$ cat config.mk
export PLATFORM = sky130hd
export DESIGN_NAME = booth_coef_mult_flat
export DESIGN_NICKNAME = d
export VERILOG_FILES = /design/src/rtl/booth_coef_mult_if.sv /design/src/rtl/booth_coef_mult.sv /design/src/flat_wrapper.sv
export SDC_FILE = /design/constraint.sdc
export NUM_CORES = 1
export LEC_CHECK = 0
export CAP_MARGIN = 20
export CORE_MARGIN = 4
export CORE_UTILIZATION = 66
export CTS_CLUSTER_SIZE = 12
export DETAILED_ROUTE_END_ITERATION = 10
export HOLD_SLACK_MARGIN = 0.08
export PLACE_DENSITY = 0.86
export REMOVE_ABC_BUFFERS = 1
export SYNTH_ARGS = -nofsm -noshare
export SYNTH_HDL_FRONTEND = slang
export SYNTH_SLANG_ARGS = --single-unit
$ cat constraint.sdc
create_clock -name clk -period 10.7 [get_ports clk]
set_input_delay 2.14 -clock clk [delete_from_list [all_inputs] [get_ports clk]]
set_output_delay 2.14 -clock clk [all_outputs]
set_load 0.01 [all_outputs]
$ cat src/rtl/booth_coef_mult_if.sv
`default_nettype none
//==============================================================================
// Module   : booth_coef_mult_if
// Summary  : Valid/ready sample and result bus for booth_coef_mult.
// Revision : 1.0  initial release
//==============================================================================
interface booth_coef_mult_if #(
    parameter int DATA_W = 16,
    parameter int COEF_W = 8,
    parameter int OUT_W  = 23,
    parameter int TAG_W  = 4
) ();
    logic                     in_valid;
    logic                     in_ready;
    logic signed [DATA_W-1:0] in_data;
    logic signed [COEF_W-1:0] in_coef;
    logic        [TAG_W-1:0]  in_tag;
    logic                     out_valid;
    logic                     out_ready;
    logic signed [OUT_W-1:0]  out_data;
    logic        [TAG_W-1:0]  out_tag;
    logic                     out_sat;

    modport master (
        output in_valid, in_data, in_coef, in_tag, out_ready,
        input  in_ready, out_valid, out_data, out_tag, out_sat
    );

    modport slave (
        input  in_valid, in_data, in_coef, in_tag, out_ready,
        output in_ready, out_valid, out_data, out_tag, out_sat
    );
endinterface
`default_nettype wire

$ cat src/rtl/booth_coef_mult.sv
`default_nettype none
//==============================================================================
// Module   : booth_coef_mult
// Summary  : 4-stage radix-4 Booth signed multiplier with rounding shift,
//            saturation, tag sideband and valid/ready flow control.
// Revision : 1.0  initial release
//==============================================================================
module booth_coef_mult #(
    parameter int DATA_W = 16,
    parameter int COEF_W = 8,
    parameter int OUT_W  = 23,
    parameter int SHIFT  = 0,
    parameter int TAG_W  = 4
) (
    input  wire logic         clk,
    input  wire logic         rst,
    booth_coef_mult_if.slave  bus
);
    localparam int c_P    = DATA_W + COEF_W;
    localparam int c_NPP  = COEF_W / 2;
    localparam int c_HALF = c_NPP / 2;
    localparam int c_EW   = (c_P + 1 > OUT_W) ? c_P + 1 : OUT_W;

    generate
        if ((COEF_W % 2) != 0 || COEF_W < 4 || OUT_W < 2) begin : g_param_check
            $error("booth_coef_mult: COEF_W must be even and >= 4, OUT_W >= 2");
        end
    endgenerate

    logic w_en;
    logic r_out_valid;
    assign w_en        = !(r_out_valid && !bus.out_ready);
    assign bus.in_ready = w_en;

    // S1: input capture
    logic                     r_v1;
    logic signed [DATA_W-1:0] r_d1;
    logic        [COEF_W-1:0] r_c1;
    logic        [TAG_W-1:0]  r_t1;

    always_ff @(posedge clk or posedge rst) begin
        if (rst) begin
            r_v1 <= 1'b0;
            r_d1 <= '0;
            r_c1 <= '0;
            r_t1 <= '0;
        end else if (w_en) begin
            r_v1 <= bus.in_valid;
            r_d1 <= bus.in_data;
            r_c1 <= bus.in_coef;
            r_t1 <= bus.in_tag;
        end
    end

    // S2: Booth digit decode; the implied bit -1 is the appended zero
    logic        [COEF_W:0]   w_cx;
    logic signed [c_P-1:0]    w_dx;
    logic signed [c_P-1:0]    w_pp [c_NPP];

    assign w_cx = {r_c1, 1'b0};

    always_comb begin
        w_dx = {{COEF_W{r_d1[DATA_W-1]}}, r_d1};
        for (int i = 0; i < c_NPP; i++) begin
            case (w_cx[2*i +: 3])
                3'b001, 3'b010: w_pp[i] = w_dx;
                3'b011:         w_pp[i] = w_dx <<< 1;
                3'b100:         w_pp[i] = -(w_dx <<< 1);
                3'b101, 3'b110: w_pp[i] = -w_dx;
                default:        w_pp[i] = '0;
            endcase
        end
    end

    logic                  r_v2;
    logic [TAG_W-1:0]      r_t2;
    logic signed [c_P-1:0] r_pp [c_NPP];

    always_ff @(posedge clk or posedge rst) begin
        if (rst) begin
            r_v2 <= 1'b0;
            r_t2 <= '0;
            for (int i = 0; i < c_NPP; i++) r_pp[i] <= '0;
        end else if (w_en) begin
            r_v2 <= r_v1;
            r_t2 <= r_t1;
            for (int i = 0; i < c_NPP; i++) r_pp[i] <= w_pp[i] <<< (2 * i);
        end
    end

    // S3: split reduction into low-half and high-half partial sums
    logic signed [c_P-1:0] w_sum0;
    logic signed [c_P-1:0] w_sum1;

    always_comb begin
        w_sum0 = '0;
        w_sum1 = '0;
        for (int i = 0; i < c_NPP; i++) begin
            if (i < c_HALF) w_sum0 = w_sum0 + r_pp[i];
            else            w_sum1 = w_sum1 + r_pp[i];
        end
    end

    logic                  r_v3;
    logic [TAG_W-1:0]      r_t3;
    logic signed [c_P-1:0] r_s0;
    logic signed [c_P-1:0] r_s1;

    always_ff @(posedge clk or posedge rst) begin
        if (rst) begin
            r_v3 <= 1'b0;
            r_t3 <= '0;
            r_s0 <= '0;
            r_s1 <= '0;
        end else if (w_en) begin
            r_v3 <= r_v2;
            r_t3 <= r_t2;
            r_s0 <= w_sum0;
            r_s1 <= w_sum1;
        end
    end

    // S4: final add, round-half-up shift, saturate
    logic signed [c_P-1:0] w_prod;
    logic signed [c_P:0]   w_r;

    assign w_prod = r_s0 + r_s1;

    generate
        if (SHIFT > 0) begin : g_round
            localparam logic [c_P:0] c_RND = (c_P + 1)'(1) << (SHIFT - 1);
            logic signed [c_P:0] w_biased;
            assign w_biased = {w_prod[c_P-1], w_prod} + c_RND;
            assign w_r      = w_biased >>> SHIFT;
        end else begin : g_no_round
            assign w_r = {w_prod[c_P-1], w_prod};
        end
    endgenerate

    logic signed [c_EW-1:0]  w_rx;
    logic signed [c_EW-1:0]  w_max;
    logic signed [c_EW-1:0]  w_min;
    logic signed [OUT_W-1:0] w_out;
    logic                    w_sat;

    always_comb begin
        w_rx               = c_EW'(w_r);
        w_max              = '0;
        w_max[OUT_W-2:0]   = '1;
        w_min              = '1;
        w_min[OUT_W-2:0]   = '0;
        w_sat              = 1'b0;
        w_out              = w_rx[OUT_W-1:0];
        if (w_rx > w_max) begin
            w_out = w_max[OUT_W-1:0];
            w_sat = 1'b1;
        end else if (w_rx < w_min) begin
            w_out = w_min[OUT_W-1:0];
            w_sat = 1'b1;
        end
    end

    logic signed [OUT_W-1:0] r_out_data;
    logic        [TAG_W-1:0] r_out_tag;
    logic                    r_out_sat;

    always_ff @(posedge clk or posedge rst) begin
        if (rst) begin
            r_out_valid <= 1'b0;
            r_out_data  <= '0;
            r_out_tag   <= '0;
            r_out_sat   <= 1'b0;
        end else if (w_en) begin
            r_out_valid <= r_v3;
            if (r_v3) begin
                r_out_data <= w_out;
                r_out_tag  <= r_t3;
                r_out_sat  <= w_sat;
            end
        end
    end

    assign bus.out_valid = r_out_valid;
    assign bus.out_data  = r_out_data;
    assign bus.out_tag   = r_out_tag;
    assign bus.out_sat   = r_out_sat;
endmodule
`default_nettype wire

$ cat src/flat_wrapper.sv
// flat-port wrapper written by rule: the top's interface ports become plain ports
module booth_coef_mult_flat 
#(
    parameter int DATA_W = 16,
    parameter int COEF_W = 8,
    parameter int OUT_W  = 23,
    parameter int SHIFT  = 0,
    parameter int TAG_W  = 4
)
  (clk, rst, bus_in_valid, bus_in_data, bus_in_coef, bus_in_tag, bus_out_ready, bus_in_ready, bus_out_valid, bus_out_data, bus_out_tag, bus_out_sat);
  booth_coef_mult_if #(.DATA_W(DATA_W), .COEF_W(COEF_W), .OUT_W(OUT_W), .TAG_W(TAG_W)) bus_i ();
  input  wire logic clk;
  input  wire logic rst;
  input wire logic [$bits(bus_i.in_valid)-1:0] bus_in_valid;
  input wire logic [$bits(bus_i.in_data)-1:0] bus_in_data;
  input wire logic [$bits(bus_i.in_coef)-1:0] bus_in_coef;
  input wire logic [$bits(bus_i.in_tag)-1:0] bus_in_tag;
  input wire logic [$bits(bus_i.out_ready)-1:0] bus_out_ready;
  output wire logic [$bits(bus_i.in_ready)-1:0] bus_in_ready;
  output wire logic [$bits(bus_i.out_valid)-1:0] bus_out_valid;
  output wire logic [$bits(bus_i.out_data)-1:0] bus_out_data;
  output wire logic [$bits(bus_i.out_tag)-1:0] bus_out_tag;
  output wire logic [$bits(bus_i.out_sat)-1:0] bus_out_sat;
  assign bus_i.in_valid = bus_in_valid;
  assign bus_i.in_data = bus_in_data;
  assign bus_i.in_coef = bus_in_coef;
  assign bus_i.in_tag = bus_in_tag;
  assign bus_i.out_ready = bus_out_ready;
  assign bus_in_ready = bus_i.in_ready;
  assign bus_out_valid = bus_i.out_valid;
  assign bus_out_data = bus_i.out_data;
  assign bus_out_tag = bus_i.out_tag;
  assign bus_out_sat = bus_i.out_sat;
  booth_coef_mult #(.DATA_W(DATA_W), .COEF_W(COEF_W), .OUT_W(OUT_W), .SHIFT(SHIFT), .TAG_W(TAG_W)) u_core (.clk(clk), .rst(rst), .bus(bus_i));
endmodule
# Word level (Yosys, flattened, before mapping)
# Index checks and enable logic that the tools add are counted.
[op_classes]
n_addsub = 5
multipliers = 0
n_div = 0
n_lt_le_gt_ge = 2
eq_ne = 21
n_shift = 0
mux = 8
bitwise_logic = 1
n_reduce_logical = 10
[op_table]
columns = ["op", "n"]
rows = [
  ["case mux 22 bit (4 select lines)", 1],
  ["case mux 20 bit (4 select lines)", 1],
  ["adder 24 bit", 3],
  ["case mux 18 bit (4 select lines)", 1],
  ["case mux 24 bit (3 select lines)", 1],
  ["two-way mux 23 bit", 2],
  ["== test 3 bit, second input constant", 9],
  ["> comparator 24 x 23 -> 1 bit, second input constant", 1],
  ["less-than comparator 24 x 23 -> 1 bit, second input constant", 1],
  ["negation 16 -> 24 bit", 1],
  ["negation 17 -> 24 bit", 1],
  ["== test 3 x 2 -> 1 bit, second input constant", 6],
  ["OR reduction 2 bit", 6],
  ["== test 3 x 1 -> 1 bit, second input constant", 3],
  ["== test 2 bit, second input constant", 2],
  ["== test 2 x 1 -> 1 bit, second input constant", 1],
  ["logical NOT 1 bit", 2],
  ["two-way mux 1 bit", 2],
  ["AND reduction 2 bit", 1],
  ["logical AND 1 bit", 1],
  ["NOT 1 bit", 1],
]
[totals]
reg_bits = 200
latchBits = 0
mem_bits_rw = 0
romBits = 0
inputBits = 32
output_inout_bits = 30
word_cells = 65
mem_count = 0

# Logic depth before layout (Yosys ltp)
# Gate-level depths: netlist (run 1).
[logic_depth]
word_depth = 4
mapped_depth = 13
mapped_depth_nobuf = 12

# Worst setup path after synthesis (run 1)
# OpenSTA, ideal clock, no wires.
[synth_path]
path_type = "input port to output port"
start = "input port bus_out_ready"
end = "output port bus_in_ready"
t_arrival_ns = 3.268
required_ns = 8.560
setup_slack_ns = 5.292
stages = 6
path_buffers = 4
path_cell_list = "nor2b_1 clkbuf_1 inv_1 clkbuf_1 clkbuf_1 clkbuf_1"
[synth_between]
elab_chain_cells = 3
[synth_lines]
columns = ["item", "line", "text"]
rows = [
  ["start: declaration", "flat_wrapper.sv:18", "input wire logic [$bits(bus_i.out_ready)-1:0] bus_out_ready;"],
  ["logical NOT 1 bit", "booth_coef_mult.sv:32", "assign w_en = !(r_out_valid && !bus.out_ready);"],
  ["logical AND 1 bit", "booth_coef_mult.sv:32", ""],
  ["logical NOT 1 bit", "booth_coef_mult.sv:32", ""],
  ["end: declaration", "flat_wrapper.sv:19", "output wire logic [$bits(bus_i.in_ready)-1:0] bus_in_ready;"],
]
# No other way between the ends.

# Worst setup path after layout (run 1)
# Ends and elaborated chain as after synthesis.

==> results of run 1 <==
==> tightest hold or removal path, delay by kind of cell, from the launching register on <==
family | cells | cell delay [ps]
flops | 1 | 340
simple gates | 2 | 100
==> routing by layer <==
layer / vias up / GRT usage, %
met5: - / 0
met3: 91 / 4.97
met2: 570 / 50.2
met1: 5472 / 42.8
met4: 0 / 10.4
li1: 5428 / -
==> where the power goes <==
| part | internal (W) | switching (W) | total (W) |
|---|---|---|---|
| logic | 0.00118 | 0.00172 | 0.00291 |
| registers | 0.00108 | 0.000281 | 0.00136 |
| clock network | 0.000327 | 0.000306 | 0.000633 |
| total | 0.00259 | 0.00231 | 0.00490 |
==> cells in the final DEF (no fill, tap or decap), types with 17 or more instances in the layout <==
cell / count
a21o_1: 35
a21oi_1: 125
a221oi_1: 31
clkbuf_16: 17
clkdlybuf4s50_1: 61
dfrtp_1: 195
ha_1: 58
inv_1: 37
nand2_1: 293
nand3_1: 22
nor2_1: 133
nor3_1: 19
o21ai_0: 140
o31ai_1: 20
xnor2_1: 52
xor2_1: 30
==> how the worst min path moves through the flow <==
stage                                             start                                  end  depth (start not counted)
global placement             u_core.r_t3[0]$_DFFE_PP0N_           u_core.r_t3[0]$_DFFE_PP0N_                          2
detailed placement           u_core.r_t1[3]$_DFFE_PP0N_           u_core.r_t1[3]$_DFFE_PP0N_                          2
floorplan                    u_core.r_t3[0]$_DFFE_PP0N_           u_core.r_t3[0]$_DFFE_PP0N_                          2
finish                       u_core.r_t1[3]$_DFFE_PP0N_           u_core.r_t1[3]$_DFFE_PP0N_                          2
CTS                          u_core.r_t1[3]$_DFFE_PP0N_           u_core.r_t1[3]$_DFFE_PP0N_                          2
global route        u_core.bus.out_data[17]$_DFFE_PP0P_  u_core.bus.out_data[17]$_DFFE_PP0P_                          2
==> through the flow <==
step	power, W	setup WS [ps]	utilization, %	hold WS (ps)	area [µm²]
global route	0.00529	3840	74.1	500	13900
detailed placement	0.00417	4000	70.8	456	13300
finish	0.00490	3990	74.1	469	13900
CTS	0.00483	3990	73.8	473	13900
floorplan	0.00339	-2390	-	433	12300
global placement	0.00406	3990	70.8	449	13300
==> logic make-up (layout without fill, tap and decap cells) <==
kind of cell / count (synthesis) / after routing / synth area share [%]
adders and majority gates: 64 / 64 / 6.43
and+or+nand+nor: 537 / 537 / 18.1
xor gates and xnor gates: 83 / 83 / 5.73
DFF: 196 / 196 / 38.7
AOI/OAI and AO/OA: 484 / 484 / 24.1
muxes: 26 / 26 / 2.39
buffers and inverters: 148 / 149 / 4.54
==> registers in the layout, summed over array words and instances (netlist names), 4 cells and up <==
signal               flops
u_core.r_pp             84
u_core.r_t1              4
u_core.r_t3              4
u_core.r_t2              4
u_core.bus.out_data     23
u_core.bus.out_tag       4
u_core.r_s0             24
u_core.r_s1             20
u_core.r_c1              8
u_core.r_d1             16
==> layout make-up <==
type | instances | area, µm²
tap | 260 | 325
sequential | 196 | 4910
clock inverter | 15 | 143
inverter | 40 | 160
multi-input combinational | 1194 | 7220
fill | 1424 | 4880
clock buffer | 17 | 425
timing repair buffer | 77 | 771
==> flow_summary_export.csv, run 1 <==
group,metric,value,unit
place,io_buffer_count,61,
drt,dr_wl_met2,15.7,mm
power_and_ir_drop,power_density,351,nW/µm²
critical_path,cp.required,8560,ps
synthesis,postSynthAreaPerCell,8.25,µm²
clocking,ctsResizeCount,0,
floorplanning,pin_count,62,
power_and_ir_drop,vdd_drop_max,0.182,mV
critical_path,r2r-start,"u_core.r_d1[0]$_DFFE_PP0N_",
grt,grtUsageTotal,31.0,%
critical_path,r2r_cells,10,
critical_path,crit_arrival,4570,ps
drt,routed_via_density,6.43,
place,place.gp.congestion,0.993,
cells_and_area,areaGrowthSynthToFinish,9.97,%
synthesis,synth_area,12700,µm²
critical_path,cp_num_cells,5,
cells_and_area,diodes,0,
cells_and_area,fin_cells,1799,
grt,grt_max_degree,115,
drt,drt_first_pass_iters,7,
timing,period_needed,6710,ps
critical_path,critical-path-max-stage-delay,690,ps
floorplanning,coreArea,18800,µm²
grt,grt_antenna_before_repair,0,
drt,drc,0,
synthesis,synthFlopType,"dfrtp_1",
critical_path,crit_top_cell,"clkdlybuf4s50_1",
critical_path,critical_path.top_delay_family,"buffers and inverters",
drt,drtIter0Drc,1412,
clocking,htreeDepth,4,
floorplanning,die_h,147,µm
synthesis,syn_inst,1538,
clocking,clkTransAtPathRegs,70,ps
synthesis,yosys.area.top_type,"dfrtp_1",
synthesis,yosys-top-cells-area,"dfrtp_1 39%, nand2_1 8.7%, ha_1 5.7%, o21ai_0 5.5%, a21oi_1 4.9%",
synthesis,ys_ff_latch,196,
timing,fmax,0.149,GHz
grt,grt_pass1_vias,10607,
timing,fin_tns_setup,0,ps
timing,skew,14.9,ps
clocking,cts_hold_buffers,0,
place,dpl.hpwl,22.7,mm
critical_path,critPathSlowestCell,"buf_4",
critical_path,rr_endpoint,"u_core.r_pp[46]$_DFFE_PP0N_",
timing,setup_viol,0,
floorplanning,die_width,147,µm
drt,ant_nets,0,
clocking,cts_tree,"built",
critical_path,cp_max_fo,84,
clocking,root_buffer,"clkbuf_16",
timing,max_slew_margin,34.7,%
drt,routed_wl,33.4,mm
timing,tightest_slew,976,ps
clocking,cts.path.max_buffers,2,
drt,wl_per_cell,18.5,µm
synthesis,synth_edf_count,0,
synthesis,synth_top_area_share,38.7,%
critical_path,crit_start,"bus_out_ready",
critical_path,endpoint,"bus_in_ready",
drt,wl_met1,13.7,mm
clocking,cts_setup_buffers,0,
critical_path,crit_buf_inv,4,
place,dpl.cell_count,1765,
drt,wl_met3,2.95,mm
critical_path,crit_chain,"clkdlybuf4s50_1 > nor2b_4 > buf_4 > inv_4 > clkdlybuf4s50_1",
grt,grt_first_pass_wirelength,54.8,mm
critical_path,crit_path_start_kind,"primary input",
critical_path,worstSetupPathType,"in -> out",
timing,maxSlewViolCount,0,
timing,finalHoldViolCount,0,
synthesis,synth_most_common_cell,"nand2_1",
drt,top_layer_used,"met4",
min_path,hold_class,"reg -> reg",
drt,vias,11561,
clocking,numCtsBuffers,17,
synthesis,synth_common_cells,"293 x nand2_1, 196 x dfrtp_1, 140 x o21ai_0, 133 x nor2_1, 125 x a21oi_1",
critical_path,r2r_slack,7010,ps
flow_run,cap_violations,0,
cells_and_area,layout.nets,1619,
outcome,status,"complete, no violations",
critical_path,end_kind,"output pin",
floorplanning,start_util,67.3,%
power_and_ir_drop,p_leak,6.30,nW
synthesis,ys_seq_area_share,38.7,%
clocking,clock_latency,440,ps
floorplanning,num_rows,50,
floorplanning,die_area,21500,µm²
clocking,clock-sinks,196,
synthesis,async_flop_share,100,%
timing,grt_setup_unrepaired,"false",
timing,period_share,62.7,%
cells_and_area,drive_gt1_share,5.46,%
synthesis,yosys_warnings,0,
synthesis,synth_cell_types,71,
grt,gr-total-overflow,0,
Note: power is estimated with default switching activity, not from simulation.
==> run 2: changes to the inputs <==
--- a/config.mk
+++ b/config.mk
@@ -7,11 +7,11 @@
 export LEC_CHECK = 0
 export CAP_MARGIN = 20
 export CORE_MARGIN = 4
-export CORE_UTILIZATION = 66
+export CORE_UTILIZATION = 62
 export CTS_CLUSTER_SIZE = 12
 export DETAILED_ROUTE_END_ITERATION = 10
 export HOLD_SLACK_MARGIN = 0.08
-export PLACE_DENSITY = 0.86
+export PLACE_DENSITY = 0.82
 export REMOVE_ABC_BUFFERS = 1
 export SYNTH_ARGS = -nofsm -noshare
 export SYNTH_HDL_FRONTEND = slang
==> constraint.sdc (replaced) <==
create_clock -name clk -period 6.9 [get_ports clk]
set_input_delay 1.38 -clock clk [delete_from_list [all_inputs] [get_ports clk]]
set_output_delay 1.38 -clock clk [all_outputs]
set_load 0.01 [all_outputs]
==> flow_summary_export.csv, run 2 (synthesis gave the netlist of run 1 again) <==
group,metric,value,unit
clocking,clock_latency,450,ps
power_and_ir_drop,clock_power_share,13.5,%
drt,routed_via_density,6.28,
drt,routed_wl,33.3,mm
power_and_ir_drop,power_frac_seq,27.7,%
cells_and_area,top_register,"u_core.r_pp",
grt,grt_pass1_vias,10733,
flow_run,cap_violations,0,
clocking,cts_tree,"built",
power_and_ir_drop,power_density,546,nW/µm²
floorplanning,die_area,22800,µm²
grt,grt_first_pass_wirelength,54.6,mm
place,dpl.cell_count,1777,
clocking,root_buffer,"clkbuf_16",
cells_and_area,layout.nets,1620,
critical_path,crit_arrival,2600,ps
critical_path,cp.required,5520,ps
grt,grtUsageTotal,29.9,%
drt,ant_nets,0,
critical_path,critPathSlowestCell,"clkdlybuf4s50_1",
timing,grt_setup_unrepaired,"false",
critical_path,crit_path_start_kind,"primary input",
place,dpl.hpwl,23.1,mm
timing,max_slew_margin,33.3,%
floorplanning,start_util,62.9,%
drt,drtIter0Drc,1346,
clocking,cts_hold_buffers,0,
cells_and_area,diodes,0,
cells_and_area,nFillCells,1641,
min_path,hold_class,"reg -> reg",
timing,finalHoldViolCount,0,
floorplanning,die_h,151,µm
floorplanning,die_width,151,µm
clocking,cts.path.max_buffers,2,
clocking,clkTransAtPathRegs,70,ps
drt,drt_first_pass_iters,7,
outcome,status,"complete, no violations",
timing,period_needed,3980,ps
cells_and_area,final_common_cell,"nand2_1",
clocking,numCtsBuffers,17,
clocking,htreeDepth,4,
cells_and_area,areaGrowthSynthToFinish,10.3,%
critical_path,worstSetupPathType,"in -> out",
power_and_ir_drop,p_int,0.00406,W
power_and_ir_drop,combPwrFrac,58.9,%
drt,drc,0,
critical_path,critical-path-max-stage-delay,550,ps
clocking,clock-sinks,196,
critical_path,end_kind,"output pin",
critical_path,crit_chain,"clkdlybuf4s50_1 > nor2b_4 > inv_4 > clkdlybuf4s50_1",
timing,maxSlewViolCount,0,
grt,grt_antenna_before_repair,0,
drt,vias,11360,
critical_path,crit_top_cell,"clkdlybuf4s50_1",
clocking,cts_setup_buffers,0,
timing,tightest_slew,996,ps
timing,setup_viol,0,
critical_path,cp_max_fo,4,
timing,period_share,57.7,%
timing,skew,13.2,ps
timing,fin_tns_setup,0,ps
critical_path,crit_buf_inv,3,
drt,wl_per_cell,18.4,µm
cells_and_area,final_cell_mix,"293 x nand2_1, 195 x dfrtp_1, 140 x o21ai_0",
grt,gr-total-overflow,0,
power_and_ir_drop,switchingPower,0.00358,W
floorplanning,pin_count,62,
power_and_ir_drop,vdd_drop_max,0.286,mV
place,place.gp.congestion,0.984,
critical_path,critical_path.top_delay_family,"buffers and inverters",
place,io_buffer_count,61,
floorplanning,coreArea,20200,µm²
grt,grt_max_degree,88,
cells_and_area,drive_gt1_share,5.52,%
cells_and_area,largest_register_ffs,84,
timing,fmax,0.251,GHz
power_and_ir_drop,swShare,46.8,%
floorplanning,num_rows,52,
power_and_ir_drop,p_leak,6.31,nW
clocking,ctsResizeCount,0,
cells_and_area,fin_cells,1810,
[run 2: cell count changes in the layout (fill, tap and decap cells not counted)]
cell / previous run / this run
clkinvlp_4: 2 / 3
bufinv_16: 1 / 2
clkinv_2: 4 / 1
inv_6: 3 / 2
buf_16: 2 / 1
clkinv_4: 2 / 3
buf_4: 14 / 16
clkbuf_8: 0 / 1
[run 2: metrics by stage]
stage | total power [W] | worst slack, ps | hold slack (ps) | cell area, µm² | util [%]
final | 0.00763 | 2920 | 469 | 14000 | 69.3
after detailed placement | 0.00648 | 2860 | 456 | 13400 | 66.2
after global placement | 0.00634 | 2910 | 447 | 13400 | 66.2
after CTS | 0.00756 | 2910 | 473 | 14000 | 69.2
after global routing | 0.00821 | 2890 | 495 | 14000 | 69.3
after floorplan | 0.00526 | -5020 | 433 | 12300 | -
[run 2: worst register-to-register path, cell delays in order, from the launching register on]
cell and delay [ps]:
dfrtp_1 460, inv_1 210, ha_1 330, or3b_1 460, nand2b_1 320, nand2b_1 370, nor3_2 680, nor2_1 90
a211oi_1 230, nor3_1 80, a21oi_1 210, a21oi_1 110
[run 2: layer usage]
layer | wire, µm | share of wire, % | vias up | GRT usage (%)
met2 | 15500 | 47 | 517 | 47.9
met5 | 0 | 0 | - | 0
met3 | 2530 | 7.6 | 100 | 4.97
met4 | 1050 | 3.2 | 0 | 11.3
met1 | 14200 | 43 | 5316 | 40.9
li1 | - | - | 5427 | -
[run 2: power groups by stage]
stage | registers [W] | clock network (W) | logic [W]
2_1_floorplan | 0.00210 | 0 | 0.00316
3_3_place_gp | 0.00210 | 0 | 0.00424
3_5_place_dp | 0.00212 | 0 | 0.00436
4_1_cts | 0.00210 | 0.00103 | 0.00442
5_1_grt | 0.00217 | 0.00108 | 0.00495
6_report | 0.00211 | 0.00103 | 0.00449
[run 2: layout make-up]
class	count	area [µm²]	area share, %
clock buffer	18	439	3.14
clock inverter	14	165	1.18
inverter	40	160	1.15
multi-input combinational	1194	7220	51.6
sequential	196	4910	35.1
tap	270	338	2.42
timing repair buffer	78	758	5.42
[run 2: path summary, 6_finish.rpt]
check,slack [ps],depth (start not counted),to,start
worst max-delay path,2920,4,bus_in_ready,bus_out_ready
worst min-delay path,470,2,u_core.r_t2[3]$_DFFE_PP0N_,u_core.r_t2[3]$_DFFE_PP0N_
worst max register to register,3190,11,u_core.r_pp[23]$_DFFE_PP0N_,u_core.r_d1[0]$_DFFE_PP0N_
worst min register to register,470,2,u_core.r_t2[3]$_DFFE_PP0N_,u_core.r_t2[3]$_DFFE_PP0N_
max in group asynchronous,4270,3,u_core.r_s1[19]$_DFFE_PP0N_,rst
min in group asynchronous,1390,2,u_core.bus.out_data[3]$_DFFE_PP0P_,rst
